`src/rtl/shift_ctrl_pkg.sv`:
```
// Shared types and helpers for the shift_register sequencer.
package shift_ctrl_pkg;

    localparam int unsigned WORD_CNT_W = 16;
    // Widest word the bitrev helper handles.
    localparam int unsigned MAX_W = 64;

    typedef enum logic [2:0] {
        IDLE,
        CLEAR,
        SHIFT,
        SETTLE,
        OUT
    } state_t;

    // Reverse the low n bits of x; bits above n come back as zero.
    function automatic logic [MAX_W-1:0] bitrev(input logic [MAX_W-1:0] x, input int unsigned n);
        logic [MAX_W-1:0] r;
        logic [MAX_W-1:0] s;
        r = '0;
        s = x;
        for (int unsigned i = 0; i < MAX_W; i++) begin
            if (i < n) begin
                r = {r[MAX_W-2:0], s[0]};
                s = s >> 1;
            end
        end
        return r;
    endfunction

endpackage

```
`src/rtl/shift_seq_ctrl_counter.sv`:
```
// Bit counter for the SHIFT phase: sync clear, enable, terminal count at N-1.
module shift_bit_counter #(
    parameter  int unsigned N     = 32,
    localparam int unsigned CNT_W = $clog2(N)
) (
    input  logic             clk,
    input  logic             rst,
    input  logic             clr,
    input  logic             en,
    output logic [CNT_W-1:0] cnt,
    output logic             tc_c
);

    assign tc_c = (cnt == CNT_W'(N - 1));

    always_ff @(posedge clk) begin
        if (rst || clr) begin
            cnt <= '0;
        end else if (en) begin
            cnt <= cnt + CNT_W'(1);
        end
    end

endmodule

```
`src/rtl/shift_seq_ctrl.sv`:
```
// Sequencer that clears, serially loads and reads back an N-bit SIPO shift_register.
// N is limited to shift_ctrl_pkg::MAX_W by the bit-reverse helper.
module shift_seq_ctrl
    import shift_ctrl_pkg::*;
#(
    parameter  int unsigned N         = 32,
    parameter  bit          MSB_FIRST = 1'b1,
    localparam int unsigned CNT_W     = $clog2(N)
) (
    input  logic                  clk,
    input  logic                  rst,
    input  logic                  in_valid,
    output logic                  in_ready,
    input  logic [N-1:0]          in_data,
    output logic                  sr_din,
    output logic                  sr_shift_en,
    output logic                  sr_clr,
    input  logic [N-1:0]          sr_data_out,
    output logic                  out_valid,
    input  logic                  out_ready,
    output logic [N-1:0]          out_data,
    output logic                  busy,
    output logic                  err,
    input  logic                  err_clr,
    output logic [WORD_CNT_W-1:0] word_cnt
);

    state_t                  state_q, state_d;
    logic [N-1:0]            word_q, word_d;
    logic [N-1:0]            out_data_d;
    logic [N-1:0]            expected_c;
    logic                    err_d;
    logic [WORD_CNT_W-1:0]   word_cnt_d;
    logic                    sr_din_d, sr_shift_en_d, sr_clr_d, out_valid_d, busy_d;
    logic [CNT_W-1:0]        cnt_q;
    logic [CNT_W-1:0]        nidx_c;
    logic [CNT_W-1:0]        bit_idx_c;
    logic                    cnt_tc_c, cnt_clr_c, cnt_en_c;

    shift_bit_counter #(.N(N)) u_cnt (
        .clk  (clk),
        .rst  (rst),
        .clr  (cnt_clr_c),
        .en   (cnt_en_c),
        .cnt  (cnt_q),
        .tc_c (cnt_tc_c)
    );

    assign in_ready   = (state_q == IDLE) && !rst;
    assign expected_c = MSB_FIRST ? word_q : N'(bitrev(MAX_W'(word_q), N));

    // Next state and next values of every registered output.
    always_comb begin
        state_d    = state_q;
        word_d     = word_q;
        out_data_d = out_data;
        err_d      = err;
        word_cnt_d = word_cnt;
        cnt_clr_c  = 1'b0;
        cnt_en_c   = 1'b0;
        nidx_c     = '0;

        if (err_clr) begin
            err_d = 1'b0;
        end

        case (state_q)
            IDLE: begin
                if (in_valid && in_ready) begin
                    word_d  = in_data;
                    state_d = CLEAR;
                end
            end
            CLEAR: begin
                cnt_clr_c = 1'b1;
                state_d   = SHIFT;
            end
            SHIFT: begin
                cnt_en_c = 1'b1;
                if (cnt_tc_c) begin
                    state_d = SETTLE;
                end else begin
                    nidx_c = cnt_q + CNT_W'(1);
                end
            end
            SETTLE: begin
                out_data_d = sr_data_out;
                if (sr_data_out != expected_c) begin
                    err_d = 1'b1;
                end
                state_d = OUT;
            end
            OUT: begin
                if (out_ready) begin
                    word_cnt_d = word_cnt + WORD_CNT_W'(1);
                    state_d    = IDLE;
                end
            end
            default: state_d = IDLE;
        endcase

        // sr_din is registered, so it is selected with the index of the bit shifted next cycle.
        bit_idx_c     = MSB_FIRST ? (CNT_W'(N - 1) - nidx_c) : nidx_c;
        sr_clr_d      = (state_d == CLEAR);
        sr_shift_en_d = (state_d == SHIFT);
        sr_din_d      = sr_shift_en_d && word_q[bit_idx_c];
        out_valid_d   = (state_d == OUT);
        busy_d        = (state_d != IDLE);
    end

    always_ff @(posedge clk) begin
        if (rst) begin
            state_q     <= IDLE;
            word_q      <= '0;
            sr_din      <= 1'b0;
            sr_shift_en <= 1'b0;
            sr_clr      <= 1'b1;
            out_valid   <= 1'b0;
            out_data    <= '0;
            busy        <= 1'b0;
            err         <= 1'b0;
            word_cnt    <= '0;
        end else begin
            state_q     <= state_d;
            word_q      <= word_d;
            sr_din      <= sr_din_d;
            sr_shift_en <= sr_shift_en_d;
            sr_clr      <= sr_clr_d;
            out_valid   <= out_valid_d;
            out_data    <= out_data_d;
            busy        <= busy_d;
            err         <= err_d;
            word_cnt    <= word_cnt_d;
        end
    end

endmodule

```
`config.mk`:
```
export PLATFORM = sky130hd
export DESIGN_NAME = shift_seq_ctrl
export DESIGN_NICKNAME = d
export VERILOG_FILES = /design/src/rtl/shift_ctrl_pkg.sv /design/src/rtl/shift_seq_ctrl_counter.sv /design/src/rtl/shift_seq_ctrl.sv
export SDC_FILE = /design/constraint.sdc
export NUM_CORES = 1
export LEC_CHECK = 0
export CELL_PAD_IN_SITES_DETAIL_PLACEMENT = 0
export CELL_PAD_IN_SITES_GLOBAL_PLACEMENT = 1
export CORE_UTILIZATION = 37
export DETAILED_ROUTE_END_ITERATION = 10
export PLACE_DENSITY_LB_ADDON = 0.1
export SLEW_MARGIN = 5
export SYNTH_ARGS = -nofsm -noshare
export SYNTH_HDL_FRONTEND = slang
export SYNTH_HIERARCHICAL = 1
export SYNTH_SLANG_ARGS = --single-unit
```
`constraint.sdc`:
```
create_clock -name clk -period 4.8 [get_ports clk]
set_input_delay 0.96 -clock clk [delete_from_list [all_inputs] [get_ports clk]]
set_output_delay 0.96 -clock clk [all_outputs]
set_load 0.02 [all_outputs]
```
==> out/metrics.json, run 1 <==
{
  "post_cts_setup_repair_buffer_count": 0,
  "startpoint_class": "input port",
  "post_cts_resize_count": 0,
  "finalWorstPathRequiredPeriod_ns": 2.92,
  "dp_hpwl_mm": 8.60,
  "place_ws_ns": 1.88,
  "use_met2": 0.308,
  "powerDensity_nw_per_um2": 303,
  "netlist_instances": 505,
  "placeableCoreArea_um2": 11000,
  "synth_xor_xnor_area_share": 0.103,
  "grt_first_pass_wirelength_mm": 18.1,
  "timing.slew.headroom": 0.278,
  "fmaxAchievable_mhz": 343,
  "grt.met1_usage": 0.283,
  "synth_top_family_by_area": "simple AND/OR/NAND/NOR gates",
  "worst_skew_pair.late_latency_ns": 0.34,
  "grt_overflow": 0,
  "first_iter_violations": 171,
  "finish.net_count": 687,
  "clock_tree_from_tritoncts": "yes",
  "post_synth_and_or_nand_nor_area_fraction": 0.247,
  "worst_ir_drop_vdd_mv": 0.176,
  "register_area_um2": 1880,
  "ioPinCount": 124,
  "element_type_at_the_critical_path_end": "primary output",
  "clock_sink_count": 94,
  "grt_start_max_net_pins": 92,
  "path_buf_inv": 2,
  "detail-route-antenna-nets": 0,
  "cp_data_arrival_time_ns": 1.96,
  "count_of_distinct_cell_types_in_the_synthesized_netlist": 48,
  "totalWireLength_mm": 11.7,
  "vias_per_cell": 4.96,
  "report.power.total_mw": 1.77,
  "master_cell_of_the_clock_root_buffer": "sky130_fd_sc_hd__clkbuf_16",
  "layout.cells.most_common": "sky130_fd_sc_hd__nand2_1",
  "adder_and_majority_gate_portion_of_the_synthesized_area": 0.0117,
  "post_cts_hold_buffer_count": 0,
  "layout_setup_ws_ns": 1.88,
  "synth_enable_flop_cells": 0,
  "grt_antenna_before_repair": 0,
  "path_delay_family": "buffers and inverters",
  "final.fill_count": 1072,
  "path_max_fanout": 3,
  "routed_wire_length_per_instance_um": 15.5,
  "routabilityCongestion": 0.882,
  "timing_worst_setup_path_type": "input port to primary output",
  "layout-drive-gt1-share": 0.0615,
  "cts_htree_levels": 3,
  "postSynthNetCount": 578,
  "area_added_between_synthesis_and_finish_pct": 37.5,
  "critical_path.cell_chain": "buf_2, nor4_2, clkdlybuf4s50_1",
  "max-cap-violations": 0,
  "setup_total_negative_slack_ns": 0,
  "timing.critical_path.slowest_cell_delay_ns": 0.67,
  "final_hold_violation_count": 0,
  "first_pass_iters": 4,
  "timing.final.crit_share": 0.607,
  "die_w_um": 109,
  "ys_async_sr_fraction": 0,
  "grt.total_usage": 0.201,
  "floorplan.die_area_um2": 12000,
  "maxSlewViolCount": 0,
  "setup-violations-final": 0,
  "grt_setup_unrepaired": "false",
  "synth_compound_gate_area_share": 0.119,
  "multi_input_combinational_cell_area_um2": 2220,
  "clock-skew-final_ns": 0.00507,
  "die_height_um": 109,
  "outcome": "finished clean",
  "hold_path_class": "register to register",
  "postSynth.topFlopCell": "sky130_fd_sc_hd__dfxtp_1",
  "numPortBuffers": 123,
  "crit_required_ns": 3.84,
  "synthMuxAreaShare": 0.0408,
  "synthesis.area_um2": 4260,
  "num_rows": 38,
  "gr-usage-met3": 0.0368,
  "r2r_setup_slack_ns": 2.08,
  "initial_core_util": 0.386,
  "grt_pass1_vias": 3471,
  "detailroute.via_count": 3760,
  "finalHoldWorstSlack_ns": 0.454,
  "worstMarginPinSlew_ns": 1.08,
  "diodes": 0,
  "clkTransAtPathRegs_ns": 0.06,
  "drc": 0,
  "p_leak_nw": 2.11,
  "busiest_layer": "met2",
  "timing.critical_path.slowest_stage_cell": "sky130_fd_sc_hd__clkdlybuf4s50_1",
  "longest_clk_path_bufs": 2,
  "synth.ff_latch_count": 94,
  "yosysSeqAreaShare": 0.441,
  "syn_area_per_cell_um2": 8.44,
  "number_of_warnings_reported_in_the_yosys_synthesis_log": 6,
  "leading_cell_types_in_the_layout_fill_and_taps_excluded": "sky130_fd_sc_hd__nand2_1 (140), sky130_fd_sc_hd__clkdlybuf4s50_1 (122), sky130_fd_sc_hd__dfxtp_1 (94), sky130_fd_sc_hd__a21oi_1 (73), sky130_fd_sc_hd__xor2_1 (43)",
  "cts_made_buffers": 9
}
## cell usage after synthesis (6+ instances only)
library cell	n	area, um^2
sky130_fd_sc_hd__mux2i_1	8	80.1
sky130_fd_sc_hd__nor4_1	8	50.1
sky130_fd_sc_hd__nor3_1	6	30.0
sky130_fd_sc_hd__clkbuf_1	17	63.8
sky130_fd_sc_hd__buf_2	7	35.0
sky130_fd_sc_hd__a21oi_1	73	365
sky130_fd_sc_hd__dfxtp_1	94	1880
sky130_fd_sc_hd__nand3_1	9	45.0
sky130_fd_sc_hd__nor2_1	26	97.6
sky130_fd_sc_hd__o21ai_0	6	30.0
sky130_fd_sc_hd__xor2_1	43	377
sky130_fd_sc_hd__nand2_1	140	526
sky130_fd_sc_hd__xnor2_1	7	61.3
## metrics by stage
stage	area (um^2)	util	std cells
after CTS	5860	0.531	758
after global placement	5540	0.502	743
final	5860	0.531	758
after floorplan	4260	-	505
after detailed placement	5540	0.502	743
after global routing	5860	0.531	758
## cells by family after synthesis
kind of cell,count (synthesis)
mux,15
simple gates,222
fa+ha+maj,4
flops,94
buf+inv,29
compound gates,91
xor+xnor,50
## per-layer routing
metal | share of wire | vias up
met5 | 0 | -
li1 | - | 1914
met1 | 0.48 | 1726
met3 | 0.060 | 17
met4 | 0.020 | 0
met2 | 0.44 | 103
## layout make-up
| cell class | count | share of cell area |
|---|---|---|
| multi-input cells | 382 | 0.379 |
| clock inverters | 3 | 0.0115 |
| flip-flops and latches | 94 | 0.321 |
| well taps | 140 | 0.0299 |
| repair buffers | 127 | 0.214 |
| clock buffers | 12 | 0.0438 |
## worst reg2reg max path, cell delays in order, from the launching register on
cell and delay [ns]:
sky130_fd_sc_hd__dfxtp_1 0.93, sky130_fd_sc_hd__ha_1 0.50, sky130_fd_sc_hd__nor2_1 0.19, sky130_fd_sc_hd__a221o_1 0.41, sky130_fd_sc_hd__a22oi_1 0.15, sky130_fd_sc_hd__nor3_1 0.07, sky130_fd_sc_hd__a311oi_1 0.27, sky130_fd_sc_hd__nor3b_1 0.08
## final timing paths
check | startpoint | endpoint | cells after the start
worst max-delay path | rst | in_ready | 3
worst min-delay path | out_data[31] | out_data[31] | 2
worst max register to register | u_cnt/cnt[0] | sr_din | 7
worst min register to register | out_data[31] | out_data[31] | 2
## flip-flops by register name, indices dropped and copies added (netlist names), 3 cells and up
register    count
expected_c     32
out_data       32
state_q         3
u_cnt/cnt       5
word_cnt       16
## power breakdown
| group | internal [mW] | switching, mW | leakage, nW |
|---|---|---|---|
| logic | 0.0924 | 0.0832 | 1.20 |
| registers | 0.798 | 0.0235 | 0.762 |
| clock network | 0.482 | 0.294 | 0.155 |
| total | 1.37 | 0.401 | 2.11 |
(Power assumes the default switching activity.)
==> run 2: changes to the inputs <==
--- a/config.mk
+++ b/config.mk
@@ -7,7 +7,7 @@
 export LEC_CHECK = 0
 export CELL_PAD_IN_SITES_DETAIL_PLACEMENT = 0
 export CELL_PAD_IN_SITES_GLOBAL_PLACEMENT = 1
-export CORE_UTILIZATION = 37
+export CORE_UTILIZATION = 35
 export DETAILED_ROUTE_END_ITERATION = 10
 export PLACE_DENSITY_LB_ADDON = 0.1
 export SLEW_MARGIN = 5
==> constraint.sdc (replaced) <==
create_clock -name clk -period 3.01 [get_ports clk]
set_input_delay 0.602 -clock clk [delete_from_list [all_inputs] [get_ports clk]]
set_output_delay 0.602 -clock clk [all_outputs]
set_load 0.02 [all_outputs]
==> out/metrics.json, run 2 (synthesis results as in run 1) <==
{
  "outcome": "finished clean",
  "place_ws_ns": 0.718,
  "floorplan.die_area_um2": 12600,
  "layout-drive-gt1-share": 0.0675,
  "timing.reg2reg.worst_path_depth": 9,
  "clkTransAtPathRegs_ns": 0.06,
  "clock_sink_count": 94,
  "layout_setup_ws_ns": 0.562,
  "layout.cells.most_common": "sky130_fd_sc_hd__nand2_1",
  "grt_overflow": 0,
  "share_comb_of_total_power": 0.105,
  "max-cap-violations": 0,
  "grt_antenna_before_repair": 0,
  "dp_hpwl_mm": 9.05,
  "longest_clk_path_bufs": 2,
  "element_type_at_the_critical_path_end": "primary output",
  "cp_data_arrival_time_ns": 1.85,
  "clock-skew-final_ns": 0.00551,
  "hp-start": "out_data[29]",
  "p_int_mw": 2.11,
  "cts_made_buffers": 9,
  "timing_worst_setup_path_type": "register to primary output",
  "placeableCoreArea_um2": 11700,
  "path_max_fanout": 11,
  "finalWorstPathRequiredPeriod_ns": 2.45,
  "sw_power_uw": 650,
  "grt_first_pass_wirelength_mm": 19.8,
  "numPortBuffers": 123,
  "routabilityCongestion": 0.864,
  "startpoint_class": "register",
  "grt.total_usage": 0.204,
  "cts_htree_levels": 3,
  "clock_tree_from_tritoncts": "yes",
  "report.power.total_mw": 2.76,
  "diodes": 0,
  "setup_total_negative_slack_ns": 0,
  "fmaxAchievable_mhz": 408,
  "first_iter_violations": 245,
  "finalHoldWorstSlack_ns": 0.454,
  "worst_ir_drop_vdd_mv": 0.241,
  "vias_per_cell": 4.97,
  "detail-route-antenna-nets": 0,
  "post_cts_setup_repair_buffer_count": 0,
  "die_w_um": 112,
  "pwr-share-seq": 0.473,
  "area_added_between_synthesis_and_finish_pct": 37.5,
  "detailroute.via_count": 3801,
  "launching_point_of_the_worst_reg2reg_path": "u_cnt/cnt[0]",
  "timing.final.crit_share": 0.813,
  "setup-violations-final": 0,
  "sw_frac_of_total": 0.236,
  "grt_pass1_vias": 3602,
  "grt_start_max_net_pins": 92,
  "crit_required_ns": 2.41,
  "holdPathEnd": "out_data[29]",
  "r2r-end": "sr_din",
  "whs_path_depth": 2,
  "worst_skew_pair.late_latency_ns": 0.34,
  "die_height_um": 112,
  "timing.slew.headroom": 0.356,
  "num_rows": 39,
  "ioPinCount": 124,
  "totalWireLength_mm": 12.3,
  "routed_wire_length_per_instance_um": 16.1,
  "master_cell_of_the_clock_root_buffer": "sky130_fd_sc_hd__clkbuf_16",
  "post_cts_resize_count": 0,
  "first_pass_iters": 4,
  "postLayoutCellArea_um2": 5860,
  "r2r_setup_slack_ns": 0.71,
  "drc": 0,
  "final_hold_violation_count": 0,
  "power_frac_clock": 0.422,
  "finish.net_count": 690,
  "powerDensity_nw_per_um2": 470,
  "grt_setup_unrepaired": "false",
  "worstMarginPinSlew_ns": 0.966,
  "post_cts_hold_buffer_count": 0,
  "initial_core_util": 0.366,
  "leading_cell_types_in_the_layout_fill_and_taps_excluded": "sky130_fd_sc_hd__nand2_1 (140), sky130_fd_sc_hd__clkdlybuf4s50_1 (122), sky130_fd_sc_hd__dfxtp_1 (94), sky130_fd_sc_hd__a21oi_1 (73), sky130_fd_sc_hd__xor2_1 (43)",
  "placed_cell_area_um2": 5560,
  "hold_path_class": "register to register",
  "p_leak_nw": 2.13,
  "maxSlewViolCount": 0
}
## run 2: cell count changes in the layout (fill, tap and decap cells not counted)
| cell | change |
|---|---|
| sky130_fd_sc_hd__bufinv_16 | -1 |
| sky130_fd_sc_hd__buf_4 | +3 |
| sky130_fd_sc_hd__clkinv_2 | +3 |
| sky130_fd_sc_hd__clkinvlp_4 | -1 |
## run 2: how the worst max path moves through the flow
| stage | from | end | slack (ns) | cells past startpoint |
|---|---|---|---|---|
| final | state_q[0] | in_ready | 0.56 | 2 |
| after global routing | u_cnt/cnt[0] | sr_din | 0.43 | 9 |
| after CTS | state_q[0] | in_ready | 0.55 | 2 |
| after detailed placement | out_ready | word_cnt[13] | 0.72 | 7 |
| after global placement | u_cnt/cnt[0] | sr_din | 0.76 | 9 |
| after floorplan | u_cnt/cnt[0] | sr_din | 0.87 | 9 |
## run 2: power by group through the flow
stage / combinational [mW] / clock, mW / sequential [mW]
2_1_floorplan: 0.139 / 0 / 1.33
3_3_place_gp: 0.289 / 0 / 1.33
3_5_place_dp: 0.289 / 0 / 1.33
4_1_cts: 0.291 / 1.19 / 1.30
5_1_grt: 0.314 / 1.24 / 1.31
6_report: 0.288 / 1.16 / 1.31
## run 2: final cells by class
class	instances	area, um^2
fillers	1165	5800
multi-input cells	382	2220
flip-flops and latches	94	1880
repair buffers	130	1280
clock buffers	12	256
well taps	143	179
clock inverters	4	45.0
## run 2: stage by stage
step	util	std cells
global route	0.503	765
global placement	0.477	749
floorplan	-	505
finish	0.503	765
CTS	0.503	765
detailed placement	0.477	749
## run 2: critical path, cell delays in order (launching register included)
cell                              delay (ns)
sky130_fd_sc_hd__dfxtp_1                0.44
sky130_fd_sc_hd__nor4_2                 0.39
sky130_fd_sc_hd__clkdlybuf4s50_1        0.67
## run 2: per-layer routing
metal	vias to the layer above	GRT usage	part of all wire
met3	12	0.0351	0.045
met2	94	0.300	0.43
met5	-	0	0
met4	0	0.0764	0.016
li1	1929	-	-
met1	1766	0.296	0.51
==> run 3: changes to the inputs <==
--- a/config.mk
+++ b/config.mk
@@ -7,7 +7,7 @@
 export LEC_CHECK = 0
 export CELL_PAD_IN_SITES_DETAIL_PLACEMENT = 0
 export CELL_PAD_IN_SITES_GLOBAL_PLACEMENT = 1
-export CORE_UTILIZATION = 35
+export CORE_UTILIZATION = 31
 export DETAILED_ROUTE_END_ITERATION = 10
 export PLACE_DENSITY_LB_ADDON = 0.1
 export SLEW_MARGIN = 5
==> constraint.sdc (replaced) <==
create_clock -name clk -period 2.2 [get_ports clk]
set_input_delay 0.44 -clock clk [delete_from_list [all_inputs] [get_ports clk]]
set_output_delay 0.44 -clock clk [all_outputs]
set_load 0.02 [all_outputs]
==> out/metrics.json, run 3 (synthesis results as in run 1) <==
{
  "path_buf_inv": 1,
  "path_max_fanout": 4,
  "detailroute.wirelength.met3_um": 787,
  "place_inst": 792,
  "floorplan.die_area_um2": 14200,
  "setup_total_negative_slack_ns": 0,
  "layout_setup_ws_ns": 0.0713,
  "cts_made_buffers": 9,
  "grt.total_usage": 0.183,
  "timing.critical_path.slowest_cell_delay_ns": 0.34,
  "first_iter_violations": 204,
  "startpoint_class": "register",
  "clkTransAtPathRegs_ns": 0.06,
  "cp_data_arrival_time_ns": 2.35,
  "leading_cell_types_in_the_layout_fill_and_taps_excluded": "sky130_fd_sc_hd__nand2_1 (139), sky130_fd_sc_hd__clkdlybuf4s50_1 (121), sky130_fd_sc_hd__dfxtp_1 (93), sky130_fd_sc_hd__a21oi_1 (73), sky130_fd_sc_hd__xor2_1 (43)",
  "area_added_between_synthesis_and_finish_pct": 43.8,
  "clock-skew-final_ns": 0.00566,
  "master_cell_of_the_clock_root_buffer": "sky130_fd_sc_hd__clkbuf_16",
  "final_core_area_utilization": 0.459,
  "worstSetupPathDepth": 10,
  "worst_ir_drop_vdd_mv": 0.517,
  "timing.slew.headroom": 0.353,
  "routed.top_layer": "met4",
  "grt_overflow": 0,
  "timing.final.crit_share": 0.968,
  "detail-route-antenna-nets": 0,
  "place_ws_ns": 0.0322,
  "drc": 0,
  "dp_hpwl_mm": 9.19,
  "clock_tree_from_tritoncts": "yes",
  "grt_pass1_vias": 3687,
  "powerDensity_nw_per_um2": 659,
  "whs_path_depth": 2,
  "timing_worst_setup_path_type": "register to register",
  "stdcell_count": 809,
  "placeableCoreArea_um2": 13300,
  "p_leak_nw": 2.21,
  "first_pass_iters": 6,
  "element_type_at_the_critical_path_end": "register",
  "post_cts_hold_buffer_count": 0,
  "wirelength_met1_mm": 5.64,
  "ioPinCount": 124,
  "initial_core_util": 0.319,
  "vias_per_cell": 4.73,
  "setup-violations-final": 0,
  "grt_start_max_net_pins": 92,
  "outcome": "finished clean",
  "fmaxAchievable_mhz": 470,
  "grt_antenna_before_repair": 0,
  "num_rows": 42,
  "final.fill_count": 1351,
  "totalWireLength_mm": 12.7,
  "routed_wire_length_per_instance_um": 15.7,
  "timing.reg2reg.worst_path_depth": 10,
  "diodes": 0,
  "numPortBuffers": 123,
  "detailroute.via_count": 3828,
  "timing.critical_path.slowest_stage_cell": "sky130_fd_sc_hd__dfxtp_2",
  "die_height_um": 119,
  "crit_required_ns": 2.42,
  "finalWorstPathRequiredPeriod_ns": 2.13,
  "layout.cells.most_common": "sky130_fd_sc_hd__nand2_1",
  "longest_clk_path_bufs": 2,
  "routabilityCongestion": 0.859,
  "clock_sink_count": 94,
  "hold_path_class": "register to register",
  "dr_wl_met2_mm": 6.12,
  "max-cap-violations": 0,
  "finish.net_count": 701,
  "cts_htree_levels": 3,
  "grt_first_pass_wirelength_mm": 19.8,
  "maxSlewViolCount": 0,
  "worst_skew_pair.late_latency_ns": 0.35,
  "layout-drive-gt1-share": 0.0964,
  "path_delay_family": "simple AND/OR/NAND/NOR gates",
  "die_w_um": 119,
  "cpMostUsedCell": "sky130_fd_sc_hd__ha_4",
  "final_hold_violation_count": 0,
  "critical_path.cell_chain": "ha_4, and3_4, ha_4, nor4b_4, nand2b_1, buf_4, nand2_1, o21ai_0, a311oi_1, nor3b_1",
  "worstMarginPinSlew_ns": 0.970
}
==> run 3: path summary, 6_finish.rpt <==
check | from | end | slack [ns]
setup / recovery | u_cnt/cnt[0] | sr_din | 0.07
hold / removal | out_data[0] | out_data[0] | 0.45
setup reg to reg | u_cnt/cnt[0] | sr_din | 0.07
hold reg to reg | out_data[0] | out_data[0] | 0.45
==> run 3: power breakdown <==
part           switching (mW)  internal, mW  total [mW]
registers              0.0371          1.74        1.78
logic                   0.203         0.220       0.423
clock network           0.662          1.17        1.84
==> run 3: timing repair <==
item / in CTS / in global routing
gates resized for setup: 1 / 12
endpoints found under the setup margin: 1 / 1
pin swaps: 0 / 5
buffers inserted: 0 / 1
==> run 3: layout make-up <==
cell class                      instances  area, um^2  share of cell area
Tap cell                              176         220              0.0359
Sequential cell                        94        1880               0.307
Clock buffer                           13         260              0.0424
Multi-Input combinational cell        382        2280               0.372
Clock inverter                          3        90.1              0.0147
Timing Repair Buffer                  141        1400               0.228
==> run 3: tightest hold or removal path, cell delays in order, from the launching register on <==
cell and delay, ns:
sky130_fd_sc_hd__dfxtp_1 0.31, sky130_fd_sc_hd__nand2_1 0.05, sky130_fd_sc_hd__a21oi_1 0.05
==> run 3: through the flow <==
step	area [um^2]	power [mW]	hold WS, ns
2_1_floorplan	4260	2.01	0.457
3_3_place_gp	5720	2.24	0.442
3_5_place_dp	5720	2.24	0.447
4_1_cts	6060	4.09	0.455
5_1_grt	6130	4.20	0.473
6_report	6130	4.04	0.453
==> run 3: layer usage <==
layer	global-route usage	vias up
met5	0	-
met3	0.0580	10
li1	-	1945
met4	0.0546	0
met2	0.304	100
met1	0.225	1773
